[src/rtl/uart_tx_periph.sv]
// Memory-mapped 8N1 UART transmitter: TXDATA/STATUS/BAUDDIV registers, TX FIFO and serialiser.
// Reads are combinational from raddr_i; all state changes on posedge clk.
module uart_tx_periph #(
    parameter logic [31:0] BASE_ADDR   = 32'h1000_0000,
    parameter int          FIFO_DEPTH  = 8,
    parameter logic [15:0] DEFAULT_DIV = 16'd434
) (
    input  logic        clk,
    input  logic        rst,
    input  logic        we_i,
    input  logic [31:0] waddr_i,
    input  logic [31:0] wdata_i,
    input  logic [31:0] raddr_i,
    output logic [31:0] rdata_o,
    output logic        rd_hit_o,
    output logic        tx_o,
    output logic        tx_busy_o
);
    localparam int AW = $clog2(FIFO_DEPTH);
    localparam int CW = AW + 1;

    typedef enum logic [1:0] {IDLE, START, DATA, STOP} state_t;

    state_t          state_reg, state_next;
    logic            tx_reg, tx_next;
    logic [15:0]     baud_reg, baud_next;
    logic [15:0]     cur_div_reg, cur_div_next;
    logic [2:0]      bit_reg, bit_next;
    logic [7:0]      shift_reg, shift_next;
    logic [15:0]     div_reg;
    logic            ovf_reg;
    logic [AW-1:0]   wr_ptr_reg, rd_ptr_reg;
    logic [CW-1:0]   count_reg;
    logic [7:0]      fifo_mem [FIFO_DEPTH];

    logic            wr_hit, push, pop, accept, fifo_empty, fifo_full, bit_end;
    logic [1:0]      wr_off;
    logic            unused_bits;

    assign unused_bits = ^{waddr_i[1:0], raddr_i[1:0], wdata_i[31:16]};

    assign wr_hit     = (waddr_i[31:4] == BASE_ADDR[31:4]);
    assign wr_off     = waddr_i[3:2];
    assign push       = we_i && wr_hit && (wr_off == 2'd0);
    assign fifo_empty = (count_reg == '0);
    assign fifo_full  = (count_reg == CW'(FIFO_DEPTH));
    // A full FIFO still accepts a byte when the serialiser pops in the same cycle.
    assign accept     = push && (!fifo_full || pop);
    assign bit_end    = (baud_reg == cur_div_reg - 16'd1);

    always_comb begin
        state_next   = state_reg;
        tx_next      = tx_reg;
        baud_next    = baud_reg + 16'd1;
        cur_div_next = cur_div_reg;
        bit_next     = bit_reg;
        shift_next   = shift_reg;
        pop          = 1'b0;
        case (state_reg)
            IDLE: begin
                baud_next = baud_reg;
                if (!fifo_empty) begin
                    pop          = 1'b1;
                    tx_next      = 1'b0;
                    baud_next    = '0;
                    cur_div_next = div_reg;
                    state_next   = START;
                end
            end
            START: begin
                if (bit_end) begin
                    baud_next    = '0;
                    cur_div_next = div_reg;
                    tx_next      = shift_reg[0];
                    bit_next     = '0;
                    state_next   = DATA;
                end
            end
            DATA: begin
                if (bit_end) begin
                    baud_next    = '0;
                    cur_div_next = div_reg;
                    if (bit_reg == 3'd7) begin
                        tx_next    = 1'b1;
                        state_next = STOP;
                    end else begin
                        shift_next = shift_reg >> 1;
                        tx_next    = shift_reg[1];
                        bit_next   = bit_reg + 3'd1;
                    end
                end
            end
            STOP: begin
                if (bit_end) begin
                    baud_next    = '0;
                    cur_div_next = div_reg;
                    if (!fifo_empty) begin
                        pop        = 1'b1;
                        tx_next    = 1'b0;
                        state_next = START;
                    end else begin
                        state_next = IDLE;
                    end
                end
            end
            default: state_next = IDLE;
        endcase
    end

    always_ff @(posedge clk) begin
        if (rst) begin
            state_reg   <= IDLE;
            tx_reg      <= 1'b1;
            baud_reg    <= '0;
            cur_div_reg <= DEFAULT_DIV;
            bit_reg     <= '0;
        end else begin
            state_reg   <= state_next;
            tx_reg      <= tx_next;
            baud_reg    <= baud_next;
            cur_div_reg <= cur_div_next;
            bit_reg     <= bit_next;
        end
    end

    // FIFO storage; the shift register doubles as the registered read port.
    always_ff @(posedge clk) begin
        if (accept)
            fifo_mem[wr_ptr_reg] <= wdata_i[7:0];
    end

    always_ff @(posedge clk) begin
        if (rst)
            shift_reg <= '0;
        else if (pop)
            shift_reg <= fifo_mem[rd_ptr_reg];
        else
            shift_reg <= shift_next;
    end

    always_ff @(posedge clk) begin
        if (rst) begin
            wr_ptr_reg <= '0;
            rd_ptr_reg <= '0;
            count_reg  <= '0;
            ovf_reg    <= 1'b0;
            div_reg    <= DEFAULT_DIV;
        end else begin
            if (accept)
                wr_ptr_reg <= wr_ptr_reg + AW'(1);
            if (pop)
                rd_ptr_reg <= rd_ptr_reg + AW'(1);
            if (accept && !pop)
                count_reg <= count_reg + CW'(1);
            else if (pop && !accept)
                count_reg <= count_reg - CW'(1);
            if (push && !accept)
                ovf_reg <= 1'b1;
            else if (we_i && wr_hit && (wr_off == 2'd1) && wdata_i[3])
                ovf_reg <= 1'b0;
            if (we_i && wr_hit && (wr_off == 2'd2))
                div_reg <= (wdata_i[15:0] == 16'd0) ? 16'd1 : wdata_i[15:0];
        end
    end

    always_comb begin
        rd_hit_o = (raddr_i[31:4] == BASE_ADDR[31:4]);
        rdata_o  = '0;
        if (rd_hit_o) begin
            case (raddr_i[3:2])
                2'd1:    rdata_o = {24'd0, 4'(count_reg), ovf_reg, fifo_empty, fifo_full,
                                    (state_reg != IDLE)};
                2'd2:    rdata_o = {16'd0, div_reg};
                default: rdata_o = '0;
            endcase
        end
    end

    assign tx_o      = tx_reg;
    assign tx_busy_o = (state_reg != IDLE) || !fifo_empty;
endmodule
[config.mk]
export PLATFORM = sky130hd
export DESIGN_NAME = uart_tx_periph
export DESIGN_NICKNAME = d
export VERILOG_FILES = /design/src/rtl/uart_tx_periph.sv
export SDC_FILE = /design/constraint.sdc
export NUM_CORES = 1
export LEC_CHECK = 0
export BUFFER_PORTS_ARGS = -buffer_cell sky130_fd_sc_hd__buf_2
export CORE_MARGIN = 4
export CORE_UTILIZATION = 40
export DETAILED_ROUTE_END_ITERATION = 16
export PLACE_DENSITY_LB_ADDON = 0.05
export SLEW_MARGIN = 20
export SYNTH_ARGS = -nofsm -noshare
export SYNTH_HDL_FRONTEND = slang
export SYNTH_SLANG_ARGS = --single-unit
[constraint.sdc]
create_clock -name clk -period 8.7 [get_ports clk]
set_clock_uncertainty 0.2 [all_clocks]
set_input_delay 2.61 -clock clk [delete_from_list [all_inputs] [get_ports clk]]
set_output_delay 2.61 -clock clk [all_outputs]
set_load 0.1 [all_outputs]
==> results.env, run 1 <==
PEAKVDDDROP_uV=146.6
SYNTH_TOP_AREA_CELL='edfxtp_1'
NUM_ROWS=47
WORST_SETUP_PATH_START_KIND='primary input'
CAP_VIOLATIONS=0
ROUTED_WIRE_LENGTH_PER_INSTANCE_UM=17.25
REPORT.FINAL.HOLD_VIOL_COUNT=0
WORST_EP_REQUIRED_TIME_PS=5890
SYNTH_ASYNC_SR_FLOP_SHARE_PCT=0
DETAIL_ROUTE.ITER0.VIOLATIONS=260
CELLPOWERDENSITY_nW_PER_UM2=259.5
AREA_OF_THE_MAPPED_NETLIST_UM2=6962
OVERALL_DIE_WIDTH_UM=139.9
HP-CLASS='reg -> reg'
FINALWORSTPATHREQUIREDPERIOD_PS=7236
SYNTH_TOP_CELL_AREA_SHARE_PCT=27.61
WORST_PATH_MOST_REPEATED_CELL='buf_2'
FIN_AREA_UM2=8287
GRT_PASS1_WL_UM=27260
VIASPERCELL=5.340
WORST-SLEW-PIN-TRANSITION_PS=1001
GRT_REMAINING_OVERFLOW=0
GRT_USE_TOTAL_PCT=17.46
TRITONCTS_CLOCK_TREE='yes'
LARGEST_REG_FLOPS=64
REG2REG_DEPTH=19
HOLD-PATH-CELL-COUNT=2
SYN-INSTANCE-COUNT=636
MAX-CLOCK-PATH-BUFFERS=2
HTREE_NUM_LEVELS=4
RSZ0062_AT_GRT='no'
FLOORPLAN.DIE_AREA_UM2=19580
FIRST_PASS_ITERS=4
START_UTIL_PCT=41.39
LAYOUT-DRIVE-GT1-SHARE_PCT=24.06
FIN_NETS=851
FINALMAXSLEWVIOLATIONS=0
SYN_AREA_PER_CELL_UM2=10.95
PIN_COUNT=134
SYNTH_COMMON_CELLS='76 x dfxtp_1, 64 x edfxtp_1, 59 x nor2_1'
MULTIINPUTGATEAREA_UM2=3246
SETUP.WORST_PATH.CLASS='in -> out'
STATUS='finished clean'
DPL_CELL_AREA_UM2=7656
GRT_PASS1_VIAS=5126
SEQUENTIAL_CELL_AREA_UM2=3443
DRC_ERRORS=0
CRITPATHCAPTURETYPE='output port'
FILLERINSTANCES=1568
INSERTION_DELAY_PS=420
LAYOUT_SETUP_WS_PS=1464
PORTBUFFERS=97
POSTROUTEWIRELENGTH_UM=16700
LARGEST-REGISTER='fifo_mem'
NUMBER_OF_NETS_WITH_ANTENNA_VIOLATIONS_AFTER_DETAILED_ROUTING=0
POST-LAYOUT-TOTAL-POWER_uW=2150
CRITICAL_PATH.MAX_FANOUT=8
SYNTHTOLAYOUTAREAGROWTH_PCT=19.03
ANTENNA_DIODES=0
SYNTH-WARNING-COUNT=0
WORST_SLEW_MARGIN_REL_PCT=33.02
DP.FINAL_HPWL_UM=12170
GRT_MAX_DEGREE=63
SYNTH_SEQ_AREA_SHARE_PCT=49.46
FINAL-SETUP-VIOL-COUNT=0
SYNTH_CELL_TYPES=66
FMAX_MHz=138.2
YS_SEQ_ELEMENTS=140
CRITPATHSLOWESTCELL='or3_1'
WORST_SETUP_HOLD_PATH_CLK_SLEW_PS=60
POSTCTSHOLDBUFS=0
DIE_HEIGHT_UM=139.9
SYNTH_EDF_COUNT=64
ROUTE.VIAS.TOTAL=5169
LIST_OF_CELLS_TRAVERSED_BY_THE_CRITICAL_PATH='buf_2 -> nor4_1 -> nand4_1 -> or3_1 -> nor2_1 -> buf_2'
FINAL.PERIOD_UTILIZATION_PCT=83.18
GRT_ANTENNA_BEFORE_REPAIR=0
FP.COREAREA_UM2=16820
CTSRESIZECOUNT=0
SYNTH_AREA_LEADERS='edfxtp_1 28%, dfxtp_1 22%, mux2i_1 6.6%'
POWER.LEAKAGE_uW=0.003036
CRITICAL_PATH.MAX_STAGE_DELAY_PS=540
NUMCLOCKSINKS=140
PLACE.GP.CONGESTION=0.8381
FIN_TNS_SETUP_PS=0
CTS_POST_SETUP_BUFFERS_INSERTED=0
PLACEMENT.SETUP.WORST_SLACK_PS=1420
WORST-ENDPOINT-ARRIVAL_PS=4430
SYNTH_FLOP_CELL='dfxtp_1'
SYNTHMOSTINSTANTIATEDCELL='dfxtp_1'
CTS_BUFFERS=17
CLOCK-ROOT-BUFFER='clkbuf_16'
[cell type report]
type,count,area share [%]
clock buffer,17,5.134
tap,220,3.322
clock inverter,15,2.340
inverter,27,1.223
timing repair buffer,112,7.263
multi-input combinational,437,39.17
sequential,140,41.55
[per-layer routing]
metal	GRT usage, %	wire length [µm]	vias to the layer above
met3	4.363	904	11
met1	25.20	8276	2465
li1	-	-	2532
met4	4.233	144	0
met2	26.54	7372	161
met5	0	0	-
[logic make-up after synthesis]
| logic type | share of synthesized area [%] |
|---|---|
| AOI/OAI and AO/OA | 9.616 |
| adders and majority gates | 3.163 |
| muxes | 12.11 |
| DFF | 49.46 |
| and+or+nand+nor | 17.07 |
| other | 0.05387 |
| buffers and inverters | 5.050 |
| xor gates and xnor gates | 3.469 |
[stage by stage]
step | utilization (%) | std cells | hold slack, ps
floorplan | - | 651 | 238.8
global placement | 45.52 | 935 | 269.3
detailed placement | 45.52 | 935 | 279.1
CTS | 49.20 | 967 | 286.4
global route | 49.27 | 968 | 308.3
finish | 49.27 | 968 | 282.5
[worst paths after layout]
| kind | startpoint | endpoint | slack, ps |
|---|---|---|---|
| setup / recovery | raddr_i[5] | rdata_o[1] | 1460 |
| hold / removal | ovf_reg | ovf_reg | 280 |
| setup reg to reg | cur_div_reg[0] | count_reg[3] | 3950 |
| hold reg to reg | ovf_reg | ovf_reg | 280 |
[critical path: cells and delay by family]
kind / cells / cell delay [ps]
buffers and inverters: 2 / 560
and+or+nand+nor: 4 / 1250
[report_power, final]
group          internal [µW]  switching [µW]
sequential               730            40.6
clock                    416             328
combinational            232             404
total                   1380             772
[cells in the final DEF (no fill, tap or decap), types with 16 or more instances in the layout]
| master | count |
|---|---|
| buf_2 | 97 |
| dfxtp_1 | 76 |
| edfxtp_1 | 64 |
| nor2_1 | 59 |
| mux2i_1 | 46 |
| nand2_1 | 31 |
| inv_1 | 27 |
| nor4_1 | 23 |
| a21oi_1 | 22 |
| o21ai_0 | 17 |
| and3_1 | 17 |
| clkbuf_16 | 17 |
| nand3_1 | 16 |
| mux4_2 | 16 |
| ha_1 | 16 |
| conb_1 | 16 |
No activity file was read; power rests on OpenSTA's default activity.
==> run 2: changes to the inputs <==
Clock period 8.7 ns to 6.45 ns, I/O delays scaled along.
==> run 2 against run 1 <==
Effect of this change: sequential share of layout area grew 0.063 points; core utilization shrank 0.074 points; critical path depth is the same; largest cell class unchanged; global-route usage is essentially flat; count of clock-buffer cells in the layout is the same; critical path type unchanged; worst hold slack gained 7.8 ps.
==> results.env, run 2 (synthesized netlist as in run 1, its figures left out) <==
STATUS='finished clean'
OVERALL_DIE_WIDTH_UM=139.9
ROUTED_WIRE_LENGTH_PER_INSTANCE_UM=17.32
GRT_ANTENNA_BEFORE_REPAIR=0
WORST-ENDPOINT-ARRIVAL_PS=3810
DRC_ERRORS=0
HTREE_NUM_LEVELS=4
MOST-COMMON-LAYOUT-CELLS='97 x buf_2, 76 x dfxtp_1, 64 x edfxtp_1'
FINAL-SETUP-VIOL-COUNT=0
PORTBUFFERS=97
LARGEST-REGISTER='fifo_mem'
MOSTFREQUENTLAYOUTCELL='buf_2'
CTSRESIZECOUNT=0
CAP_VIOLATIONS=0
FMAX_MHz=168.1
WORST_HOLD_STARTPOINT='rd_ptr_reg[2]'
FINALWORSTPATHREQUIREDPERIOD_PS=5947
ANTENNA_DIODES=0
POSTROUTEWIRELENGTH_UM=16750
INSERTION_DELAY_PS=420
FIN_TNS_SETUP_PS=0
FINALMAXSLEWVIOLATIONS=0
LAYOUT-DRIVE-GT1-SHARE_PCT=23.96
CRITICAL_PATH.MAX_FANOUT=8
UTILIZATION_PCT=49.20
WORST_SETUP_PATH_START_KIND='primary input'
NUMCLOCKSINKS=140
FIN_AREA_UM2=8274
FP.COREAREA_UM2=16820
POSTCTSHOLDBUFS=0
START_UTIL_PCT=41.39
CTS_BUFFERS=17
SYNTHTOLAYOUTAREAGROWTH_PCT=18.85
CRITPATHCAPTURETYPE='output port'
PEAKVDDDROP_uV=206.0
FINAL.PERIOD_UTILIZATION_PCT=92.21
CRITICAL_PATH.STARTPOINT='raddr_i[5]'
FIRST_PASS_ITERS=5
DIE_HEIGHT_UM=139.9
LARGEST_REG_FLOPS=64
WORSTREG2REGSTART='cur_div_reg[8]'
DPL_CELL_AREA_UM2=7671
PLACE.GP.CONGESTION=0.8451
WORST_EP_REQUIRED_TIME_PS=4320
FIN_NETS=850
CELLPOWERDENSITY_nW_PER_UM2=349.0
DETAIL_ROUTE.ITER0.VIOLATIONS=274
MAX-CLOCK-PATH-BUFFERS=2
GRT_USE_TOTAL_PCT=17.47
DP.FINAL_HPWL_UM=12220
NUM_ROWS=47
CTS_POST_SETUP_BUFFERS_INSERTED=0
WORST_SETUP_HOLD_PATH_CLK_SLEW_PS=60
VIASPERCELL=5.373
POWER.LEAKAGE_uW=0.003023
GRT_PASS1_VIAS=5150
FLOORPLAN.DIE_AREA_UM2=19580
REPORT.FINAL.HOLD_VIOL_COUNT=0
GRT_MAX_DEGREE=35
STDCELL_COUNT=967
WORST_SLEW_MARGIN_REL_PCT=27.61
PLACED_CELLS=935
TRITONCTS_CLOCK_TREE='yes'
HP-CLASS='reg -> reg'
NUMBER_OF_NETS_WITH_ANTENNA_VIOLATIONS_AFTER_DETAILED_ROUTING=0
SETUP.WORST_PATH.CLASS='in -> out'
CLOCK-ROOT-BUFFER='clkbuf_16'
WORST-SLEW-PIN-TRANSITION_PS=1086
GRT_PASS1_WL_UM=27080
GRT_REMAINING_OVERFLOW=0
PIN_COUNT=134
ROUTE.VIAS.TOTAL=5196
RSZ0062_AT_GRT='no'
## run 2: report_power, final
group          switching [µW]  internal (µW)  total (µW)
sequential               53.8            985        1040
combinational             546            305         851
clock                     413            585         998
## run 2: worst paths after layout
path / end / slack [ps] / depth (start not counted)
worst min-delay path: rd_ptr_reg[2] / 290 / 2
worst min register to register: rd_ptr_reg[2] / 290 / 2
worst max-delay path: rdata_o[1] / 500 / 6
worst max register to register: count_reg[3] / 1800 / 16
## run 2: metrics by stage
| step | worst slack [ps] | hold WS (ps) | power, µW |
|---|---|---|---|
| CTS | 471.7 | 292.0 | 2912 |
| finish | 502.6 | 290.3 | 2887 |
| floorplan | 136.4 | 238.8 | 1719 |
| global placement | 536.2 | 272.0 | 1886 |
| detailed placement | 474.9 | 281.7 | 1906 |
| global route | 411.7 | 300.1 | 3045 |
## run 2: layout make-up
cell class              count  area, µm²
inverters                  27      101.3
repair buffers            111      590.6
well taps                 220      275.3
fillers                  1564       8544
multi-input cells         437       3261
clock inverters            15      177.7
flip-flops and latches    140       3443
clock buffers              17      425.4
## run 2: routing by layer
metal	track usage [%]	vias up	share of wire, %
met5	0	-	0
met3	4.431	16	6.0
met4	5.048	0	1.0
li1	-	2533	-
met2	26.89	168	45
met1	24.53	2479	48
## run 2: worst max-delay path, stage by stage
cell and delay, ps:
buf_2 100, nor4_1 290, nand4_1 200, or3_1 550
nor2_1 260, buf_2 470
==> run 3: changes to the inputs <==
Settings changed: CORE_ASPECT_RATIO set to 1.25, SETUP_SLACK_MARGIN set to 0.2.
==> run 3 against run 2 <==
Effect of this change: flip-flop and latch count stayed put; wire length is 2.4% higher; first-iteration DRC count is 10% lower; worst hold slack worse by 3.1 ps; register-to-register slack worse by 240 ps; sequential power hardly changed; critical endpoint is now rdata_o[4].
==> results.env, run 3 (synthesized netlist as in run 1, its figures left out) <==
ROUTE.VIAS.TOTAL=5092
REPORT.FINAL.HOLD_VIOL_COUNT=0
WORST_SETUP_HOLD_PATH_CLK_SLEW_PS=60
CTS_BUFFERS=17
FIRST_PASS_ITERS=4
ANTENNA_DIODES=0
ROUTED_WIRE_LENGTH_PER_INSTANCE_UM=17.72
CLOCK_POWER_SHARE_PCT=32.6
POSTROUTEWIRELENGTH_UM=17150
WORST-SLEW-PIN-TRANSITION_PS=1069
PEAKVDDDROP_uV=196.5
PROPORTION_OF_POWER_DRAWN_BY_COMBINATIONAL_GATES_PCT=29.9
POWER.LEAKAGE_uW=0.002980
MAX-CLOCK-PATH-BUFFERS=2
CLOCK-ROOT-BUFFER='clkbuf_16'
FMAX_MHz=170.1
POWER.INTERNAL_uW=1819
GRT_ANTENNA_BEFORE_REPAIR=0
DETAIL_ROUTE.ITER0.VIOLATIONS=246
LARGEST-REGISTER='fifo_mem'
GRT.MET2_USAGE_PCT=32.26
LARGEST_REG_FLOPS=64
DIE_HEIGHT_UM=155.5
SYNTHTOLAYOUTAREAGROWTH_PCT=17.97
DRC_ERRORS=0
HTREE_NUM_LEVELS=4
PORTBUFFERS=97
BUSIEST_LAYER='met2'
MOST-COMMON-LAYOUT-CELLS='97 x buf_2, 76 x dfxtp_1, 64 x edfxtp_1'
CAP_VIOLATIONS=0
WORST-ENDPOINT-ARRIVAL_PS=3740
GLOBALROUTEMET3UTIL_PCT=2.782
GRT_MAX_DEGREE=38
HP-CLASS='reg -> reg'
TRITONCTS_CLOCK_TREE='yes'
SETUP.WORST_PATH.CLASS='in -> out'
GRT_PASS1_WL_UM=27140
GROUTE.LAYER.MET1.USAGE_PCT=20.48
NUMBER_OF_NETS_WITH_ANTENNA_VIOLATIONS_AFTER_DETAILED_ROUTING=0
FIN_NETS=851
RSZ0062_AT_GRT='no'
VIASPERCELL=5.260
PWR-SHARE-SEQ_PCT=37.5
NUMCLOCKSINKS=140
GRT_PASS1_VIAS=5160
GRT_USE_TOTAL_PCT=17.59
OVERALL_DIE_WIDTH_UM=126.0
FIN_TNS_SETUP_PS=0
CRITICAL_PATH.MAX_FANOUT=8
TOTAL_SWITCHING_POWER_uW=969.1
CRITPATHCAPTURETYPE='output port'
FIN_AREA_UM2=8213
SWITCHING_SHARE_PCT=34.75
POSTCTSHOLDBUFS=0
WORST_EP_REQUIRED_TIME_PS=4320
PIN_COUNT=134
FINAL.PERIOD_UTILIZATION_PCT=91.16
FINAL-SETUP-VIOL-COUNT=0
DP.FINAL_HPWL_UM=12630
WORST_SLEW_MARGIN_REL_PCT=28.74
GRT_REMAINING_OVERFLOW=0
NUM_ROWS=53
START_UTIL_PCT=41.01
DPL_CELL_AREA_UM2=7661
CTS_POST_SETUP_BUFFERS_INSERTED=0
UTILIZATION_PCT=48.38
WORST_SETUP_PATH_START_KIND='primary input'
MOSTFREQUENTLAYOUTCELL='buf_2'
FINALWORSTPATHREQUIREDPERIOD_PS=5880
LAYOUT-DRIVE-GT1-SHARE_PCT=23.80
FINALMAXSLEWVIOLATIONS=0
CELLPOWERDENSITY_nW_PER_UM2=339.5
STATUS='finished clean'
CTSRESIZECOUNT=0
INSERTION_DELAY_PS=420
FLOORPLAN.DIE_AREA_UM2=19590
FP.COREAREA_UM2=16980
PLACE.GP.CONGESTION=0.8144
run 3: cell types whose count changed in the layout (fill, tap and decap cells not counted), sizes merged:
cell,before,now
buf,111,112
clkbuf,17,19
bufinv,2,1
inv,36,29
clkinvlp,2,8
run 3: cell type report:
| cell class | count | area [µm²] |
|---|---|---|
| fillers | 1612 | 8763 |
| flip-flops and latches | 140 | 3443 |
| multi-input cells | 437 | 3243 |
| repair buffers | 112 | 598.1 |
| clock buffers | 19 | 432.9 |
| well taps | 220 | 275.3 |
| clock inverters | 13 | 118.9 |
| inverters | 27 | 101.3 |
run 3: per-layer routing:
layer	part of all wire [%]	vias to the layer above
li1	-	2530
met1	42	2465
met2	53	66
met3	1.9	31
met4	2.3	0
met5	0	-
run 3: power by group through the flow:
stage               Sequential (µW)  Clock [µW]  Combinational (µW)
floorplan                      1060           0                 660
global placement               1060           0                 819
detailed placement             1070           0                 839
CTS                            1050         923                 844
global route                   1060         969                 919
finish                         1050         908                 835
run 3: path summary, 6_finish.rpt:
path | startpoint | depth (start not counted) | slack (ps) | endpoint
min | rd_ptr_reg[2] | 2 | 290 | rd_ptr_reg[2]
min reg2reg | rd_ptr_reg[2] | 2 | 290 | rd_ptr_reg[2]
max | raddr_i[7] | 6 | 570 | rdata_o[4]
max reg2reg | cur_div_reg[0] | 19 | 1560 | count_reg[3]
run 3: worst max-delay path, cell delays in order:
cell and delay (ps):
buf_2 100, nor4_1 290, nand4_1 180, or3_1 530, nor2_1 240, buf_2 470
run 3: per-stage QoR:
step	hold WS, ps	setup WS, ps	instances	total power (µW)
floorplan	238.8	136.4	651	1719
global placement	270.8	607.1	936	1883
detailed placement	287.7	567.8	936	1905
CTS	297.1	567.7	968	2814
global route	316.5	428.8	968	2944
finish	287.2	570.3	968	2788
